## src/rtl/cordic_mag_arbiter_if.sv

```systemverilog
// Bundle between the CORDIC magnitude arbiter, its requesters, the shared
// CORDIC pipeline and the response consumer.
interface cordic_mag_arbiter_if #(
  parameter int NUM_REQ = 4,
  parameter int WIDTH   = 32,
  parameter int ID_W    = $clog2(NUM_REQ)
);
  logic [NUM_REQ-1:0]       req_valid_i;
  logic [NUM_REQ-1:0]       req_ready_o;
  logic [NUM_REQ*WIDTH-1:0] req_x_i;
  logic [NUM_REQ*WIDTH-1:0] req_y_i;
  logic                     cordic_valid_o;
  logic [WIDTH-1:0]         cordic_x_o;
  logic [WIDTH-1:0]         cordic_y_o;
  logic                     cordic_valid_i;
  logic [WIDTH-1:0]         cordic_data_i;
  logic                     resp_valid_o;
  logic                     resp_ready_i;
  logic [ID_W-1:0]          resp_id_o;
  logic [WIDTH-1:0]         resp_data_o;
  logic                     busy_o;
  logic                     err_o;

  modport slave (
    input  req_valid_i, req_x_i, req_y_i, cordic_valid_i, cordic_data_i, resp_ready_i,
    output req_ready_o, cordic_valid_o, cordic_x_o, cordic_y_o,
           resp_valid_o, resp_id_o, resp_data_o, busy_o, err_o
  );

  modport master (
    output req_valid_i, req_x_i, req_y_i, cordic_valid_i, cordic_data_i, resp_ready_i,
    input  req_ready_o, cordic_valid_o, cordic_x_o, cordic_y_o,
           resp_valid_o, resp_id_o, resp_data_o, busy_o, err_o
  );
endinterface

```

## src/rtl/cordic_mag_arbiter.sv

```systemverilog
// Round-robin front end sharing one non-stallable CORDIC magnitude pipeline;
// credits bound outstanding work so the in-order result FIFO never overflows.
module cordic_mag_arbiter #(
  parameter int NUM_REQ = 4,
  parameter int WIDTH   = 32,
  parameter int DEPTH   = 8,
  parameter int ID_W    = $clog2(NUM_REQ)
) (
  input  logic                clk_i,
  input  logic                rst_i,
  cordic_mag_arbiter_if.slave bus
);
  localparam int PTR_W = $clog2(DEPTH);
  localparam int CNT_W = PTR_W + 1;

  logic [ID_W-1:0]    r_rr_ptr;
  logic [CNT_W-1:0]   r_cnt;
  logic               r_cordic_valid;
  logic [WIDTH-1:0]   r_cordic_x;
  logic [WIDTH-1:0]   r_cordic_y;
  logic               r_err;

  logic [ID_W-1:0]    r_tag_mem [DEPTH];
  logic [PTR_W-1:0]   r_tag_wr;
  logic [PTR_W-1:0]   r_tag_rd;
  logic [CNT_W-1:0]   r_tag_cnt;

  logic [ID_W-1:0]    r_res_id   [DEPTH];
  logic [WIDTH-1:0]   r_res_data [DEPTH];
  logic [PTR_W-1:0]   r_res_wr;
  logic [PTR_W-1:0]   r_res_rd;
  logic [CNT_W-1:0]   r_res_cnt;

  logic [ID_W-1:0]    w_grant;
  logic [ID_W-1:0]    w_idx;
  logic               w_any;
  logic               w_issue;
  logic [NUM_REQ-1:0] w_ready;
  logic [WIDTH-1:0]   w_grant_x;
  logic [WIDTH-1:0]   w_grant_y;
  logic               w_tag_empty;
  logic               w_res_push;
  logic               w_resp_valid;
  logic               w_resp_pop;

  // Scan downward so the requester nearest the pointer is the last (winning) match.
  always_comb begin
    // NOTE: every comb output gets a default first so no path infers a latch.
    w_grant = r_rr_ptr;
    w_any   = 1'b0;
    w_idx   = '0;
    for (int i = NUM_REQ - 1; i >= 0; i--) begin
      w_idx = ID_W'((int'(r_rr_ptr) + i) % NUM_REQ);
      if (bus.req_valid_i[w_idx]) begin
        w_any   = 1'b1;
        w_grant = w_idx;
      end
    end
  end

  assign w_issue   = w_any && (r_cnt < CNT_W'(DEPTH));
  assign w_grant_x = bus.req_x_i[int'(w_grant)*WIDTH +: WIDTH];
  assign w_grant_y = bus.req_y_i[int'(w_grant)*WIDTH +: WIDTH];

  always_comb begin
    w_ready = '0;
    if (w_issue) w_ready[w_grant] = 1'b1;
  end

  assign w_tag_empty  = (r_tag_cnt == '0);
  assign w_res_push   = bus.cordic_valid_i && !w_tag_empty;
  assign w_resp_valid = (r_res_cnt != '0);
  assign w_resp_pop   = w_resp_valid && bus.resp_ready_i;

  // NOTE: state uses non-blocking assignments so every register samples pre-edge values.
  always_ff @(posedge clk_i) begin
    if (rst_i) begin
      r_rr_ptr       <= '0;
      r_cnt          <= '0;
      r_cordic_valid <= 1'b0;
      r_cordic_x     <= '0;
      r_cordic_y     <= '0;
      r_err          <= 1'b0;
      r_tag_wr       <= '0;
      r_tag_rd       <= '0;
      r_tag_cnt      <= '0;
      r_res_wr       <= '0;
      r_res_rd       <= '0;
      r_res_cnt      <= '0;
    end else begin
      r_cordic_valid <= w_issue;
      if (w_issue) begin
        r_cordic_x <= w_grant_x;
        r_cordic_y <= w_grant_y;
        r_rr_ptr   <= (w_grant == ID_W'(NUM_REQ - 1)) ? '0 : w_grant + ID_W'(1);
        r_tag_wr   <= r_tag_wr + PTR_W'(1);
      end
      r_cnt <= r_cnt + CNT_W'(w_issue) - CNT_W'(w_resp_pop);

      // A result with no matching tag is stray: flag it and drop it.
      if (bus.cordic_valid_i && w_tag_empty) r_err <= 1'b1;
      if (w_res_push) begin
        r_tag_rd <= r_tag_rd + PTR_W'(1);
        r_res_wr <= r_res_wr + PTR_W'(1);
      end
      r_tag_cnt <= r_tag_cnt + CNT_W'(w_issue) - CNT_W'(w_res_push);

      if (w_resp_pop) r_res_rd <= r_res_rd + PTR_W'(1);
      r_res_cnt <= r_res_cnt + CNT_W'(w_res_push) - CNT_W'(w_resp_pop);
    end
  end

  // NOTE: storage arrays are not reset; the reset pointers/counts make stale entries unreachable.
  always_ff @(posedge clk_i) begin
    if (w_issue) r_tag_mem[r_tag_wr] <= w_grant;
    if (w_res_push) begin
      r_res_id[r_res_wr]   <= r_tag_mem[r_tag_rd];
      r_res_data[r_res_wr] <= bus.cordic_data_i;
    end
  end

  assign bus.req_ready_o    = w_ready;
  assign bus.cordic_valid_o = r_cordic_valid;
  assign bus.cordic_x_o     = r_cordic_x;
  assign bus.cordic_y_o     = r_cordic_y;
  assign bus.resp_valid_o   = w_resp_valid;
  assign bus.resp_id_o      = w_resp_valid ? r_res_id[r_res_rd]   : '0;
  assign bus.resp_data_o    = w_resp_valid ? r_res_data[r_res_rd] : '0;
  assign bus.busy_o         = (r_cnt != '0);
  assign bus.err_o          = r_err;

endmodule

```

## src/flat_wrapper.sv

```systemverilog
// flat-port wrapper written by rule: the top's interface ports become plain ports
module cordic_mag_arbiter_flat 
#(
  parameter int NUM_REQ = 4,
  parameter int WIDTH   = 32,
  parameter int DEPTH   = 8,
  parameter int ID_W    = $clog2(NUM_REQ)
)
  (clk_i, rst_i, bus_req_valid_i, bus_req_x_i, bus_req_y_i, bus_cordic_valid_i, bus_cordic_data_i, bus_resp_ready_i, bus_req_ready_o, bus_cordic_valid_o, bus_cordic_x_o, bus_cordic_y_o, bus_resp_valid_o, bus_resp_id_o, bus_resp_data_o, bus_busy_o, bus_err_o);
  cordic_mag_arbiter_if #(.NUM_REQ(NUM_REQ), .WIDTH(WIDTH), .ID_W(ID_W)) bus_i ();
  input  logic clk_i;
  input  logic rst_i;
  input wire logic [$bits(bus_i.req_valid_i)-1:0] bus_req_valid_i;
  input wire logic [$bits(bus_i.req_x_i)-1:0] bus_req_x_i;
  input wire logic [$bits(bus_i.req_y_i)-1:0] bus_req_y_i;
  input wire logic [$bits(bus_i.cordic_valid_i)-1:0] bus_cordic_valid_i;
  input wire logic [$bits(bus_i.cordic_data_i)-1:0] bus_cordic_data_i;
  input wire logic [$bits(bus_i.resp_ready_i)-1:0] bus_resp_ready_i;
  output wire logic [$bits(bus_i.req_ready_o)-1:0] bus_req_ready_o;
  output wire logic [$bits(bus_i.cordic_valid_o)-1:0] bus_cordic_valid_o;
  output wire logic [$bits(bus_i.cordic_x_o)-1:0] bus_cordic_x_o;
  output wire logic [$bits(bus_i.cordic_y_o)-1:0] bus_cordic_y_o;
  output wire logic [$bits(bus_i.resp_valid_o)-1:0] bus_resp_valid_o;
  output wire logic [$bits(bus_i.resp_id_o)-1:0] bus_resp_id_o;
  output wire logic [$bits(bus_i.resp_data_o)-1:0] bus_resp_data_o;
  output wire logic [$bits(bus_i.busy_o)-1:0] bus_busy_o;
  output wire logic [$bits(bus_i.err_o)-1:0] bus_err_o;
  assign bus_i.req_valid_i = bus_req_valid_i;
  assign bus_i.req_x_i = bus_req_x_i;
  assign bus_i.req_y_i = bus_req_y_i;
  assign bus_i.cordic_valid_i = bus_cordic_valid_i;
  assign bus_i.cordic_data_i = bus_cordic_data_i;
  assign bus_i.resp_ready_i = bus_resp_ready_i;
  assign bus_req_ready_o = bus_i.req_ready_o;
  assign bus_cordic_valid_o = bus_i.cordic_valid_o;
  assign bus_cordic_x_o = bus_i.cordic_x_o;
  assign bus_cordic_y_o = bus_i.cordic_y_o;
  assign bus_resp_valid_o = bus_i.resp_valid_o;
  assign bus_resp_id_o = bus_i.resp_id_o;
  assign bus_resp_data_o = bus_i.resp_data_o;
  assign bus_busy_o = bus_i.busy_o;
  assign bus_err_o = bus_i.err_o;
  cordic_mag_arbiter #(.NUM_REQ(NUM_REQ), .WIDTH(WIDTH), .DEPTH(DEPTH), .ID_W(ID_W)) u_core (.clk_i(clk_i), .rst_i(rst_i), .bus(bus_i));
endmodule
```

## config.mk

```make
export PLATFORM = sky130hd
export DESIGN_NAME = cordic_mag_arbiter_flat
export DESIGN_NICKNAME = d
export VERILOG_FILES = /design/src/rtl/cordic_mag_arbiter_if.sv /design/src/rtl/cordic_mag_arbiter.sv /design/src/flat_wrapper.sv
export SDC_FILE = /design/constraint.sdc
export NUM_CORES = 1
export LEC_CHECK = 0
export CAP_MARGIN = 20
export CORE_MARGIN = 5
export CORE_UTILIZATION = 50
export DETAILED_ROUTE_END_ITERATION = 16
export PLACE_DENSITY_LB_ADDON = 0.15
export SLEW_MARGIN = 25
export SYNTH_ARGS = -nofsm -noshare
export SYNTH_HDL_FRONTEND = slang
export SYNTH_SLANG_ARGS = --single-unit
export TNS_END_PERCENT = 100
```

## constraint.sdc

```tcl
create_clock -name clk_i -period 6.8 [get_ports clk_i]
set_input_delay 1.02 -clock clk_i [delete_from_list [all_inputs] [get_ports clk_i]]
set_output_delay 1.02 -clock clk_i [all_outputs]
set_load 0.005 [all_outputs]
```

==> metrics <==
RePlAce Congestion=0.977; adder-cell share of the synthesized area=2.15%; Chip Width=~190 um; DR WL met2=23,600 um; Max Cap Viol=0; top sig layer=met5; slew at the pin with the worst max-slew slack=1.02 ns; post-synth net total=1,343; Total Power=a little over 8000 uW; largest net degree at the start of global routing=69; Detail Route Antenna Nets=0; DR pass1 iterations=6; Synth top area share=53.4%; worst path required time=5.78 ns; post-synthesis compound-gate area fraction=8.58%; Post-synth EDFFs=around 290; Netlist cell types=44; final core utilization=68.2%; biggest area consumer among synthesized cells=edfxtp_1; LEAKAGE=approximately 0.0073 uW; Worst-Skew Late Latency=between 0.5 and 0.6 ns; PD cells=372 nW/um^2; Critical Path End Type=output pin; sequential cell area fraction in the yosys report=about two thirds; status=complete, no violations; FMAX=0.228 GHz; Clk pin slew, worst setup/hold paths=0.06 ns; Cells after Synth=1,021; total CTS buffers=41; post-cts sizing count=0; detailed-route DRC error count=0; most common cell after layout, fill and taps aside=clkdlybuf4s50_1; Slew HR=31.8%; minimum clock period=4.38 ns; root buffer cell=clkbuf_16; critical path class=in2out; xor and xnor area share after synthesis=0.757%; Hold-fix buffers, CTS=0; RR Startpoint=u_core.r_rr_ptr[1]$_SDFFE_PP0P_; # fillers=2,273; simple-gate share of the synthesized area=3.35%; H-tree Lvls=2; share of post-route cells with drive strength above 1=15.5%; most frequent cells in the layout=clkdlybuf4s50_1 (401), edfxtp_1 (288), a22oi_1 (125); reg2reg setup slack=about 3.5 ns; main flop type after synthesis=edfxtp_1; RSZ-0062 raised after global routing=false; Die H=190 um; Crit path arrival time=3.36 ns; # Post-CTS Setup Buffers=0; final worst path period share=64.4%; Avg WL per Cell=25.7 um; Slew Viols, Final=0; Ports=402; Layout Skew=0.0159 ns; hold_sp=u_core.bus.err_o$_SDFFE_PP0P_; main area contributors after synthesis=edfxtp_1 (53%), dfxtp_1 (12%), mux4_2 (10%), a22oi_1 (5.8%), mux2_2 (4.0%); initial core utilization=50.2%; CORE AREA=32,300 sq um; WL final=48,600 um; detailed-route via count=10.6k; Die ar.=36,100 sq um; clock sinks=386; crit start category=primary input; R2R depth=8; Max FO, Critical Path=17; area delta synth->final=35.8%; standard-cell rows=66; vias in the first global route=11.1k; initial drt markers=754; Post-Syn Area=16,200 sq um; worst flop-to-flop path endpoint=u_core.bus.cordic_y_o[14]$_SDFFE_PP0P_; first-pass GRT wire length=71,000 um; main combinational cell family by area after synthesis=multiplexers; Fin. Hold Viols=0; initial antenna violation count=9; Remaining Overflow, GRT=0; Vias per Instance=5.59; met3 wire length=between 4000 and 5000 um; final net count=1,734; # port buffers=401; VDD IR-drop max=247 uV; clock buffer depth=3; Synth Area per Inst=about 16 sq um; asr flop ratio synth=0%; Setup TNS Final=0 ns; Setup Viol. Count Final=0; CTS tree=built; synthesized flop and latch total=386; met1 WL=19,000 um; Ys Warns=0; hpwl dp=33,800 um; GRT Total Usage=between 20% and 30%; mux contribution to synthesized area=16.9%; WHS Endpoint=u_core.bus.err_o$_SDFFE_PP0P_; Hold Path Class=reg2reg; hold path cells=2
==> cells by family (layout without fill, tap and decap cells) <==
group | Yosys count | in the layout
mux | 175 | 175
simple gates | 116 | 116
compound gates | 208 | 208
xor+xnor | 14 | 14
buf+inv | 96 | 517
other cells | 0 | 10
fa+ha+maj | 26 | 26
flops | 386 | 386
==> synthesized netlist by cell type, types with 2 or more instances <==
library cell,number
fa_1,3
buf_6,10
and3_1,2
mux4_2,72
and2_1,5
a21oi_1,9
xnor2_1,10
a22oi_1,125
ha_1,23
nand2_1,18
buf_1,7
nor2b_1,10
mux2i_1,38
o21ai_0,5
mux2_1,7
nor2_1,60
buf_2,16
inv_1,22
o21ai_1,59
dfxtp_1,98
inv_2,2
nor3b_1,2
nand2b_1,4
edfxtp_1,288
a21o_1,3
xor2_1,4
nor4b_1,2
nor4_1,2
nor3_1,7
clkbuf_1,37
mux2_2,58
==> critical path, cell delays in order <==
cell             delay, ns
clkdlybuf4s50_1       0.58
nor2b_1               0.07
a2111oi_0             0.41
or2_4                 0.36
inv_2                 0.10
ha_1                  0.20
and2_1                0.13
clkdlybuf4s50_1       0.47
==> where the power goes <==
part | leakage [uW] | switching [uW] | internal (uW)
Sequential | 0.00342 | 258 | 2930
Clock | 0.000647 | 885 | 1340
Combinational | 0.00327 | 1300 | 1490
Total | 0.00733 | 2440 | 5750
==> final cells by class <==
type                       count  area (sq um)  area share (%)
tap                          442           553            2.51
clock buffer                  54          1110            5.03
multi-input combinational    539          5210            23.7
sequential                   386         10600            48.2
inverter                      25          93.8           0.426
clock inverter                19           233            1.06
timing repair buffer         419          4170            18.9
antenna                       10          25.0           0.114
==> worst max-delay path by stage <==
| stage | startpoint | end |
|---|---|---|
| 5_1_grt | bus_req_valid_i[3] | bus_req_ready_o[0] |
| 2_1_floorplan | bus_cordic_valid_i | u_core.r_res_data[0][0]$_DFFE_PP_ |
| 6_report | bus_req_valid_i[3] | bus_req_ready_o[0] |
| 3_3_place_gp | bus_req_valid_i[3] | u_core.bus.cordic_y_o[14]$_SDFFE_PP0P_ |
| 3_5_place_dp | bus_req_valid_i[3] | u_core.bus.cordic_y_o[14]$_SDFFE_PP0P_ |
| 4_1_cts | flip-flop | bus_resp_data_o[5] |
==> flip-flops by register name (all words and copies together), names as in the netlist, 4 cells and up, named ones only <==
name	flops
u_core.r_res_data	256
u_core.bus.cordic_x_o	32
u_core.r_cnt	4
u_core.r_tag_cnt	4
u_core.r_res_id	16
u_core.r_tag_mem	16
u_core.bus.cordic_y_o	32
u_core.r_res_cnt	4
==> per-stage QoR <==
stage / hold slack, ns / setup slack (ns) / area (sq um) / instances
CTS: 0.481 / 2.28 / 22000 / 1883
detailed placement: 0.462 / 2.37 / 20600 / 1810
global placement: 0.459 / 2.36 / 20600 / 1810
floorplan: 0.454 / 1.81 / 16200 / 1021
finish: 0.476 / 2.42 / 22000 / 1894
global route: 0.501 / 2.30 / 22000 / 1892
==> metal layers <==
layer / global-route usage, % / vias up
met2: 41.9 / 435
met1: 34.9 / 5267
met5: 0 / -
li1: - / 4813
met4: 7.29 / 2
met3: 9.17 / 64
No activity file was read; power rests on OpenSTA's default activity.
